==> src/rtl/pc_stack_unit_if.sv <==
// Sequencer-facing bus of the PC/return-stack unit: step/op controls in, PC and stack status out.
// Latency: none; plain wires, the unit registers everything.
// Backpressure: none; the sequencer pulses step at most once per machine cycle.
// Optional: STACK_TRAP_EN adds the trap pulse to the bus.
interface pc_stack_unit_if #(
  parameter int PL_W  = 6,
  parameter int PU_W  = 4,
  parameter int DEPTH = 5
);
  logic                         step;
  logic [2:0]                   op;
  logic [PL_W-1:0]              target;
  logic [PU_W-1:0]              page_in;
  logic [PU_W+PL_W-1:0]         pc;
  logic [$clog2(DEPTH+1)-1:0]   depth;
  logic                         stk_full;
  logic                         stk_empty;
  logic                         ovf_sticky;
  logic                         unf_sticky;
`ifdef STACK_TRAP_EN
  logic                         trap;
`endif

  modport master (
    output step, op, target, page_in,
    input  pc, depth, stk_full, stk_empty, ovf_sticky, unf_sticky
`ifdef STACK_TRAP_EN
    , input trap
`endif
  );

  modport slave (
    input  step, op, target, page_in,
    output pc, depth, stk_full, stk_empty, ovf_sticky, unf_sticky
`ifdef STACK_TRAP_EN
    , output trap
`endif
  );
endinterface

==> src/rtl/pc_stack_unit.sv <==
// Program counter (page field + XNOR shift-counter low field) with LPG prefix and return stack.
// Latency: one cycle; all outputs are registered and show the result of the last stepped edge.
// Backpressure: none; step=0 freezes every register, the core sequencer paces the unit.
// Optional: define STACK_TRAP_EN to vector stack overflow/underflow to TRAP_VEC with a trap pulse.
module pc_stack_unit #(
  parameter int                    PL_W      = 6,
  parameter int                    PU_W      = 4,
  parameter int                    TAP       = 1,
  parameter int                    DEPTH     = 5,
  parameter logic [PU_W-1:0]       CALL_PAGE = '1,
  parameter logic [PU_W+PL_W-1:0]  TRAP_VEC  = '0
) (
  input  logic               clk,
  input  logic               rst,
  pc_stack_unit_if.slave     bus
);
  localparam int PC_W = PU_W + PL_W;
  localparam int DW   = $clog2(DEPTH + 1);
  localparam int IW   = (DEPTH > 1) ? $clog2(DEPTH) : 1;
  localparam logic [DW-1:0] DEPTH_V = DW'(DEPTH);

  localparam logic [2:0] OP_JMP  = 3'd1;
  localparam logic [2:0] OP_CALL = 3'd2;
  localparam logic [2:0] OP_RET  = 3'd3;
  localparam logic [2:0] OP_LPG  = 3'd4;

  logic [PU_W-1:0] pu_q;
  logic [PL_W-1:0] pl_q;
  logic [PU_W-1:0] page_q;
  logic            pfx_q;
  logic [PC_W-1:0] stk_q [DEPTH];
  logic [DW-1:0]   depth_q;
  logic            ovf_q;
  logic            unf_q;

  logic            is_full;
  logic            is_empty;
  logic [IW-1:0]   top_idx;
  logic [IW-1:0]   push_idx;
  logic [PC_W-1:0] top_q;
  logic [PC_W-1:0] ret_addr;
  logic [PU_W-1:0] call_pu;

  // Next value of the low field in sequential flow; all-ones maps to itself.
  function automatic logic [PL_W-1:0] adv(input logic [PL_W-1:0] v);
    return {~(v[0] ^ v[TAP]), v[PL_W-1:1]};
  endfunction

  // Stack addressing and call/return values derived from current state.
  always_comb begin
    is_full  = (depth_q == DEPTH_V);
    is_empty = (depth_q == '0);
    top_idx  = IW'(depth_q - DW'(1));
    push_idx = IW'(depth_q);
    top_q    = stk_q[top_idx];
    ret_addr = {pu_q, adv(pl_q)};
    call_pu  = pfx_q ? page_q : CALL_PAGE;
  end

`ifdef STACK_TRAP_EN
  logic trap_q;
`else
  logic unused_trap_vec;
  assign unused_trap_vec = ^TRAP_VEC;
`endif

  // State update: reset wins, otherwise one instruction per stepped edge.
  always_ff @(posedge clk) begin
`ifdef STACK_TRAP_EN
    trap_q <= 1'b0;
`endif
    if (rst) begin
      pu_q    <= '0;
      pl_q    <= '0;
      page_q  <= '0;
      pfx_q   <= 1'b0;
      depth_q <= '0;
      ovf_q   <= 1'b0;
      unf_q   <= 1'b0;
      for (int i = 0; i < DEPTH; i++) stk_q[i] <= '0;
    end else if (bus.step) begin
      // The prefix only survives into the op right after LPG.
      pfx_q <= 1'b0;
      case (bus.op)
        OP_JMP: begin
          pl_q <= bus.target;
          if (pfx_q) pu_q <= page_q;
        end
        OP_CALL: begin
          pl_q <= bus.target;
          pu_q <= call_pu;
          if (!is_full) begin
            stk_q[push_idx] <= ret_addr;
            depth_q         <= depth_q + DW'(1);
          end else begin
            ovf_q <= 1'b1;
`ifdef STACK_TRAP_EN
            {pu_q, pl_q} <= TRAP_VEC;
            trap_q       <= 1'b1;
`else
            // Drop the oldest return address so the newest calls stay reachable.
            for (int i = 0; i < DEPTH - 1; i++) stk_q[i] <= stk_q[i+1];
            stk_q[DEPTH-1] <= ret_addr;
`endif
          end
        end
        OP_RET: begin
          if (!is_empty) begin
            {pu_q, pl_q} <= top_q;
            depth_q      <= depth_q - DW'(1);
          end else begin
            unf_q <= 1'b1;
`ifdef STACK_TRAP_EN
            {pu_q, pl_q} <= TRAP_VEC;
            trap_q       <= 1'b1;
`else
            {pu_q, pl_q} <= '0;
`endif
          end
        end
        OP_LPG: begin
          page_q <= bus.page_in;
          pfx_q  <= 1'b1;
          pl_q   <= adv(pl_q);
        end
        default: pl_q <= adv(pl_q);
      endcase
    end
  end

  assign bus.pc         = {pu_q, pl_q};
  assign bus.depth      = depth_q;
  assign bus.stk_full   = is_full;
  assign bus.stk_empty  = is_empty;
  assign bus.ovf_sticky = ovf_q;
  assign bus.unf_sticky = unf_q;
`ifdef STACK_TRAP_EN
  assign bus.trap       = trap_q;
`endif
endmodule

==> src/flat_wrapper.sv <==
// flat-port wrapper written by rule: the top's interface ports become plain ports
module pc_stack_unit_flat 
#(
  parameter int                    PL_W      = 6,
  parameter int                    PU_W      = 4,
  parameter int                    TAP       = 1,
  parameter int                    DEPTH     = 5,
  parameter logic [PU_W-1:0]       CALL_PAGE = '1,
  parameter logic [PU_W+PL_W-1:0]  TRAP_VEC  = '0
)
  (clk, rst, bus_step, bus_op, bus_target, bus_page_in, bus_pc, bus_depth, bus_stk_full, bus_stk_empty, bus_ovf_sticky, bus_unf_sticky);
  pc_stack_unit_if #(.PL_W(PL_W), .PU_W(PU_W), .DEPTH(DEPTH)) bus_i ();
  input  logic clk;
  input  logic rst;
  input wire logic [$bits(bus_i.step)-1:0] bus_step;
  input wire logic [$bits(bus_i.op)-1:0] bus_op;
  input wire logic [$bits(bus_i.target)-1:0] bus_target;
  input wire logic [$bits(bus_i.page_in)-1:0] bus_page_in;
  output wire logic [$bits(bus_i.pc)-1:0] bus_pc;
  output wire logic [$bits(bus_i.depth)-1:0] bus_depth;
  output wire logic [$bits(bus_i.stk_full)-1:0] bus_stk_full;
  output wire logic [$bits(bus_i.stk_empty)-1:0] bus_stk_empty;
  output wire logic [$bits(bus_i.ovf_sticky)-1:0] bus_ovf_sticky;
  output wire logic [$bits(bus_i.unf_sticky)-1:0] bus_unf_sticky;
  assign bus_i.step = bus_step;
  assign bus_i.op = bus_op;
  assign bus_i.target = bus_target;
  assign bus_i.page_in = bus_page_in;
  assign bus_pc = bus_i.pc;
  assign bus_depth = bus_i.depth;
  assign bus_stk_full = bus_i.stk_full;
  assign bus_stk_empty = bus_i.stk_empty;
  assign bus_ovf_sticky = bus_i.ovf_sticky;
  assign bus_unf_sticky = bus_i.unf_sticky;
  pc_stack_unit #(.PL_W(PL_W), .PU_W(PU_W), .TAP(TAP), .DEPTH(DEPTH), .CALL_PAGE(CALL_PAGE), .TRAP_VEC(TRAP_VEC)) u_core (.clk(clk), .rst(rst), .bus(bus_i));
endmodule
==> config.mk <==
export PLATFORM = sky130hd
export DESIGN_NAME = pc_stack_unit_flat
export DESIGN_NICKNAME = d
export VERILOG_FILES = /design/src/rtl/pc_stack_unit_if.sv /design/src/rtl/pc_stack_unit.sv /design/src/flat_wrapper.sv
export SDC_FILE = /design/constraint.sdc
export NUM_CORES = 1
export LEC_CHECK = 0
export ABC_AREA = 1
export CAP_MARGIN = 20
export CORE_ASPECT_RATIO = 1.1
export CORE_UTILIZATION = 35
export CTS_BUF_LIST = sky130_fd_sc_hd__clkbuf_4 sky130_fd_sc_hd__clkbuf_8
export DETAILED_ROUTE_END_ITERATION = 10
export HOLD_SLACK_MARGIN = 0.05
export SLEW_MARGIN = 0
export SYNTH_ARGS = -nofsm -noshare
export SYNTH_HDL_FRONTEND = slang
export SYNTH_SLANG_ARGS = --single-unit
==> constraint.sdc <==
create_clock -name clk -period 3 [get_ports clk]
set_input_delay 0.6 -clock clk [delete_from_list [all_inputs] [get_ports clk]]
set_output_delay 0.6 -clock clk [all_outputs]
set_load 0.05 [all_outputs]
* Yosys cells after proc, flatten, opt, wreduce, memory -nomap -nowiden
Memories as Yosys holds them, arrays and structs flattened.
Index checks and enable logic that the tools add are counted.
Widths: inputs -> output; s select.
** Storage, ports and cells
- Logic and storage cells :: 65
- Bits in writable memories :: 50
- Memories :: 1
- Flip-flop bits (word level) :: 20
- Input bits :: 16
** Memories
- u_core.stk_q :: words 5, width 10, read ports 5, clocked after memory_dff 0, wr ports 5, line pc_stack_unit.sv:31 : logic [PC_W-1:0] stk_q [DEPTH];
** Cells by class
- Reduce and logical (&&, ||, !) cells :: 10
- Equal/unequal tests :: 8
- Mux-type cells :: 30
- Add/sub/neg operators :: 2
- Bitwise gates (word level) :: 7
** Operators by type and width (number)
- $mux 10 :: 6
- $mux 1 :: 14
- $mux 4 :: 3
- $pmux 4 s3 :: 1
- $pmux 6 s2 :: 1
- $reduce_or 10->1 :: 1
- $mux 3 :: 3
- $reduce_and 3->1 :: 3
- $eq 3x2->1 const B :: 2
- $eq 3x3->1 const B :: 2
- $mux 6 :: 1
- $pmux 3 s2 :: 1
- $or 1x1->1 :: 5
- $ne 2x2->1 const B :: 2
- $reduce_and 4->1 :: 1
- $add 3x1->3 const B :: 1
- $eq 3x1->1 const B :: 1
- $logic_not 3->1 :: 1
- $reduce_bool 3->1 :: 1
- $sub 3x1->3 const B :: 1
- $ne 2x1->1 const B :: 1
- $reduce_and 2->1 :: 1
- $reduce_bool 2->1 :: 1
- $reduce_or 2->1 :: 1
- other kinds (2) :: 2

* Logic depth before layout (Yosys ltp)
- Depth after elaboration :: 8
- Gate-level depth with buffers :: 14
- Mapped depth without buffers :: 11

* Worst setup path before layout
OpenSTA, ideal clock, no wires.
- Path kind :: flip-flop to flip-flop
- From :: reg u_core.depth_q[1] (netlist: u_core.bus.depth[1])
- To :: mem u_core.stk_q[4][0] in the netlist's numbering (enable)
- Period minus slack after synthesis :: 3.132 ns
- Path buffers :: 0
- Arrival :: 2.741 ns
- Cell stages (with the launch flop) :: 10
- Library setup time :: 0.391 ns
- Setup slack :: -0.132 ns
- Cells stage by stage :: dfxtp_1 inv_1 ha_1 nand2_1 clkinv_2 nor2_4 nand3_2 nor2_4 inv_2 o21ai_0
** RTL lines
- from (decl) :: line pc_stack_unit.sv:32 : logic [DW-1:0] depth_q;
- from (signal assigned) :: line pc_stack_unit.sv:94 : depth_q <= depth_q + DW'(1);
- from (signal assigned) :: line pc_stack_unit.sv:110 : depth_q <= depth_q - DW'(1);
- to (decl) :: line pc_stack_unit.sv:31

* Worst setup path after layout
- From :: reg u_core.depth_q[1] (netlist: u_core.bus.depth[1])
- To :: reg u_core.pu_q[0]
** On the way
- Longest elaborated chain between the ends :: 4
- Elaborated cells on any way between the ends :: 5
- Those cells by class :: add/sub (1); mux (2); reduce/logical (1); memory (1)
** Ends and longest elaborated chain
- $sub 3x1->3 :: line pc_stack_unit.sv:53 : top_idx = IW'(depth_q - DW'(1));
- $mem_v2 5x10
- $mux 4 (*) :: line pc_stack_unit.sv:108 : if (!is_empty) begin
- $pmux 4 s3 (*) :: line pc_stack_unit.sv:84 : case (bus.op)
- to (signal assigned) :: line pc_stack_unit.sv:87 : if (pfx_q) pu_q <= page_q;
- to (signal assigned) :: line pc_stack_unit.sv:91 : pu_q <= call_pu;
- to (signal assigned) :: line pc_stack_unit.sv:109 : {pu_q, pl_q} <= top_q;
- to (decl) :: line pc_stack_unit.sv:27 : logic [PU_W-1:0] pu_q;
Every way passes the cells marked *; elsewhere a longest branch is shown, timed or not.
A chain may end at the register's enable or synchronous reset.

==> summary.txt <==
Combinational Power Share: 14.2%
crit path buf inv count: 2
Via-to-Cell Ratio: 5.162
ant diodes: 0
CP cell instances: inv_1, ha_1, inv_1, nand3_1, nand3_1, nand3_1, nand2_1, nand2_1, a21oi_1
worst-case reg-to-reg path depth: 9
Post-Syn Area: 0.005065 sq mm
post_cts resized: 0
fin crit period: 2.615 ns
reg-to-reg startpoint: u_core.bus.depth[1]$_SDFFE_PP0P_
placed instance count: 733
IO Count: 33
CP Launch Type: flop
CTS Hold Bufs: 0
Filler cells: 1,429
clock power share: 28.5%
Initial Util: 36.27%
slowest stage delay, CP: 0.62 ns
die height: 128.2 um
min-delay src: u_core.bus.ovf_sticky$_SDFFE_PP0P_
Crit path required time: 3.29 ns
clock sink total: 100
crit end category: flop
Crit path arrival time: 2.90 ns
Synth Area in Compound Gates: 16.55%
worst hold-check path type: reg2reg
Critical Path Start: u_core.bus.depth[1]$_SDFFE_PP0P_
drt initial violations: 361
final slew viol count: 0
unrepaired setup endpoints after global routing: false
Sequential Area: 0.002804 sq mm
share of layout cells above drive strength 1: 12.66%
Primary FF master, synth: edfxtp_1
most common cell after layout, fill and taps aside: nand2_1
die outline width: 116.7 um
Crit Path Class: reg2reg
reg2reg end: u_core.pu_q[0]$_SDFFE_PP0P_
CTS tree: done
hold path endpoint: u_core.bus.ovf_sticky$_SDFFE_PP0P_
P&R area growth vs syn: 12.08%
crit-path most repeated cell: nand3_1
die area: 0.01496 sq mm
Detailed Place HPWL: 8.985 mm
Layout Nets: 576
Initial DRT Pass Iterations: 5
largest family of logic cells by synthesized area: compound AO/OA/AOI/OAI gates
Top Family by Delay on Critical Path: buffers and inverters
clock latency on the worst-skew pair: 0.37 ns
fraction of registers with async set/reset: 0%
# setup viols final: 0
Post-Syn Nets: 553
GRT Overall Usage: 18.43%
slowest CP cell: inv_1
switching portion of total power: 27.53%
R2R setup slack: 0.38 ns
Pint: 0.001964 W
switching power: 0.0007463 W
post-synthesis simple-gate area fraction: 15.39%
Seq/Total Area, Yosys: 55.34%
slew margin rel.: 43.79%
worst hold stages: 2
Synth Area in XOR/XNOR: 0.8399%
Post-Syn Area per Cell: 9.503 sq um
H-tree levels: 3
sequential share of power: 57.3%
Pwr Density: 477.5 mW/mm^2
largest net degree at the start of global routing: 49
per-cell routed wire length: 17.16 um
commonest non-fill, non-tap cells in the layout: nand2_1 (86), edfxtp_1 (80), inv_1 (72), a21oi_1 (47), o21ai_0 (42)
total power: 0.002711 W
fin cells: 749
Max VDD drop: 0.0002760 V
# port buffers: 32
count of different cell masters after synthesis: 36
Rows: 45
worst-path fanout max: 23
final WL: 12.85 mm
Clock transition at path regs: 0.09 ns
Post-CTS Repair Setup Buffers: 0
mux cell area share after synthesis: 0%
final period utilization: 87.18%
status: finished clean
post-synthesis adder-cell area fraction: 0.9881%
number of synthesized flops with an enable pin: 80
initial antenna violation count: 0
Static Leak: 2.084 nW
GRT overflow: 0
max_cap viols: 0
Mapped Cells: 533
DRC viols: 0
Setup Skew: 0.01007 ns
final hold vios: 0
vias in the first global route: 3,893
Vias: 3,866
CTS max path bufs: 2
slew at the pin with the worst max-slew slack: 0.8423 ns
Max Fclk: 0.3824 GHz
first-pass GRT wire length: 20.63 mm
CORE AREA: 0.01396 sq mm
CTS Buf Count: 9
Setup TNS: 0 ns
area of the multi-input gates: 0.001720 sq mm
Ys Warns: 0
#FFs+latches synth: 100
final RePlAce weighted congestion: 0.8360
ANT nets after route: 0
Root Buffer: clkbuf_8
## logic make-up (layout without fill, tap and decap cells)
group	Yosys count	after routing
flops	100	100
simple gates	163	163
compound gates	143	143
buf+inv	119	147
fa+ha+maj	4	4
xor+xnor	4	4
## synth_stat cells (2+ instances only)
| library cell | n | area (sq um) |
|---|---|---|
| o211ai_1 | 4 | 30.03 |
| o22ai_2 | 3 | 37.54 |
| ha_1 | 4 | 50.05 |
| dfxtp_1 | 20 | 400.4 |
| o21ai_0 | 43 | 215.2 |
| inv_2 | 10 | 37.54 |
| nand2_4 | 3 | 33.78 |
| nand3_2 | 4 | 40.04 |
| nor2_4 | 4 | 45.04 |
| a21oi_1 | 47 | 235.2 |
| edfxtp_1 | 80 | 2402 |
| clkbuf_1 | 4 | 15.01 |
| xor2_1 | 2 | 17.52 |
| o21ai_2 | 3 | 26.28 |
| buf_6 | 5 | 56.30 |
| inv_1 | 72 | 270.3 |
| o22ai_1 | 41 | 256.5 |
| nand2_1 | 86 | 322.8 |
| nor3_1 | 3 | 15.01 |
| nor2_1 | 28 | 105.1 |
| buf_2 | 15 | 75.07 |
| buf_4 | 10 | 75.07 |
| nand3_1 | 29 | 145.1 |
## power groups by stage
stage               clock (W)  sequential [W]  combinational (W)
detailed placement          0         0.00159           0.000383
CTS                  0.000784         0.00155           0.000385
finish               0.000772         0.00155           0.000384
floorplan                   0         0.00159           0.000253
global route         0.000832         0.00156           0.000421
global placement            0         0.00159           0.000379
## worst register-to-register path, cell delays in order (launching register included)
cell     delay [ns]
dfxtp_1        0.49
inv_1          0.25
ha_1           0.35
inv_1          0.62
nand3_1        0.19
nand3_1        0.20
nand3_1        0.17
nand2_1        0.09
nand2_1        0.05
a21oi_1        0.13
## cell type report
type / instances / share of cell area [%]
flip-flops and latches: 100 / 49.39
multi-input cells: 314 / 30.31
repair buffers: 48 / 7.670
inverters: 83 / 5.510
well taps: 188 / 4.144
clock buffers: 11 / 2.447
clock inverters: 5 / 0.5290
## worst max path at each step
stage | endpoint | slack, ns | cells past startpoint
final | u_core.pu_q[0]$_SDFFE_PP0P_ | 0.38 | 9
after global routing | u_core.pl_q[1]$_SDFFE_PP0P_ | 0.18 | 9
after CTS | u_core.pu_q[0]$_SDFFE_PP0P_ | 0.40 | 9
after detailed placement | u_core.stk_q[0][1]$_DFFE_PP_ | 0.32 | 8
after global placement | u_core.stk_q[0][1]$_DFFE_PP_ | 0.38 | 8
after floorplan | u_core.stk_q[4][0]$_DFFE_PP_ | 0.11 | 9
## metal layers
metal | up-vias | part of all wire (%) | GRT usage (%)
met2 | 133 | 50 | 30.94
met4 | 0 | 1.9 | 7.520
met3 | 16 | 4.9 | 2.695
met5 | - | 0 | 0
met1 | 1863 | 43 | 23.65
li1 | 1854 | - | -
## flip-flops by register name (all words and copies together), names as in the netlist
register               cells
u_core.stk_q              80
u_core.pl_q                6
u_core.page_q              4
u_core.pu_q                4
u_core.bus.depth           3
u_core.bus.ovf_sticky      1
u_core.bus.unf_sticky      1
u_core.pfx_q               1
## through the flow
step                hold WS (ns)  setup slack [ns]  utilization (%)  cell area, sq um
floorplan                 0.4490            0.1071                -              5075
global placement          0.4634            0.3793            39.44              5508
detailed placement        0.4515            0.3217            39.44              5508
CTS                       0.4697            0.3988            40.65              5677
global route              0.5185            0.1788            40.65              5677
finish                    0.4643            0.3846            40.65              5677
Note: power is estimated with default switching activity, not from simulation.
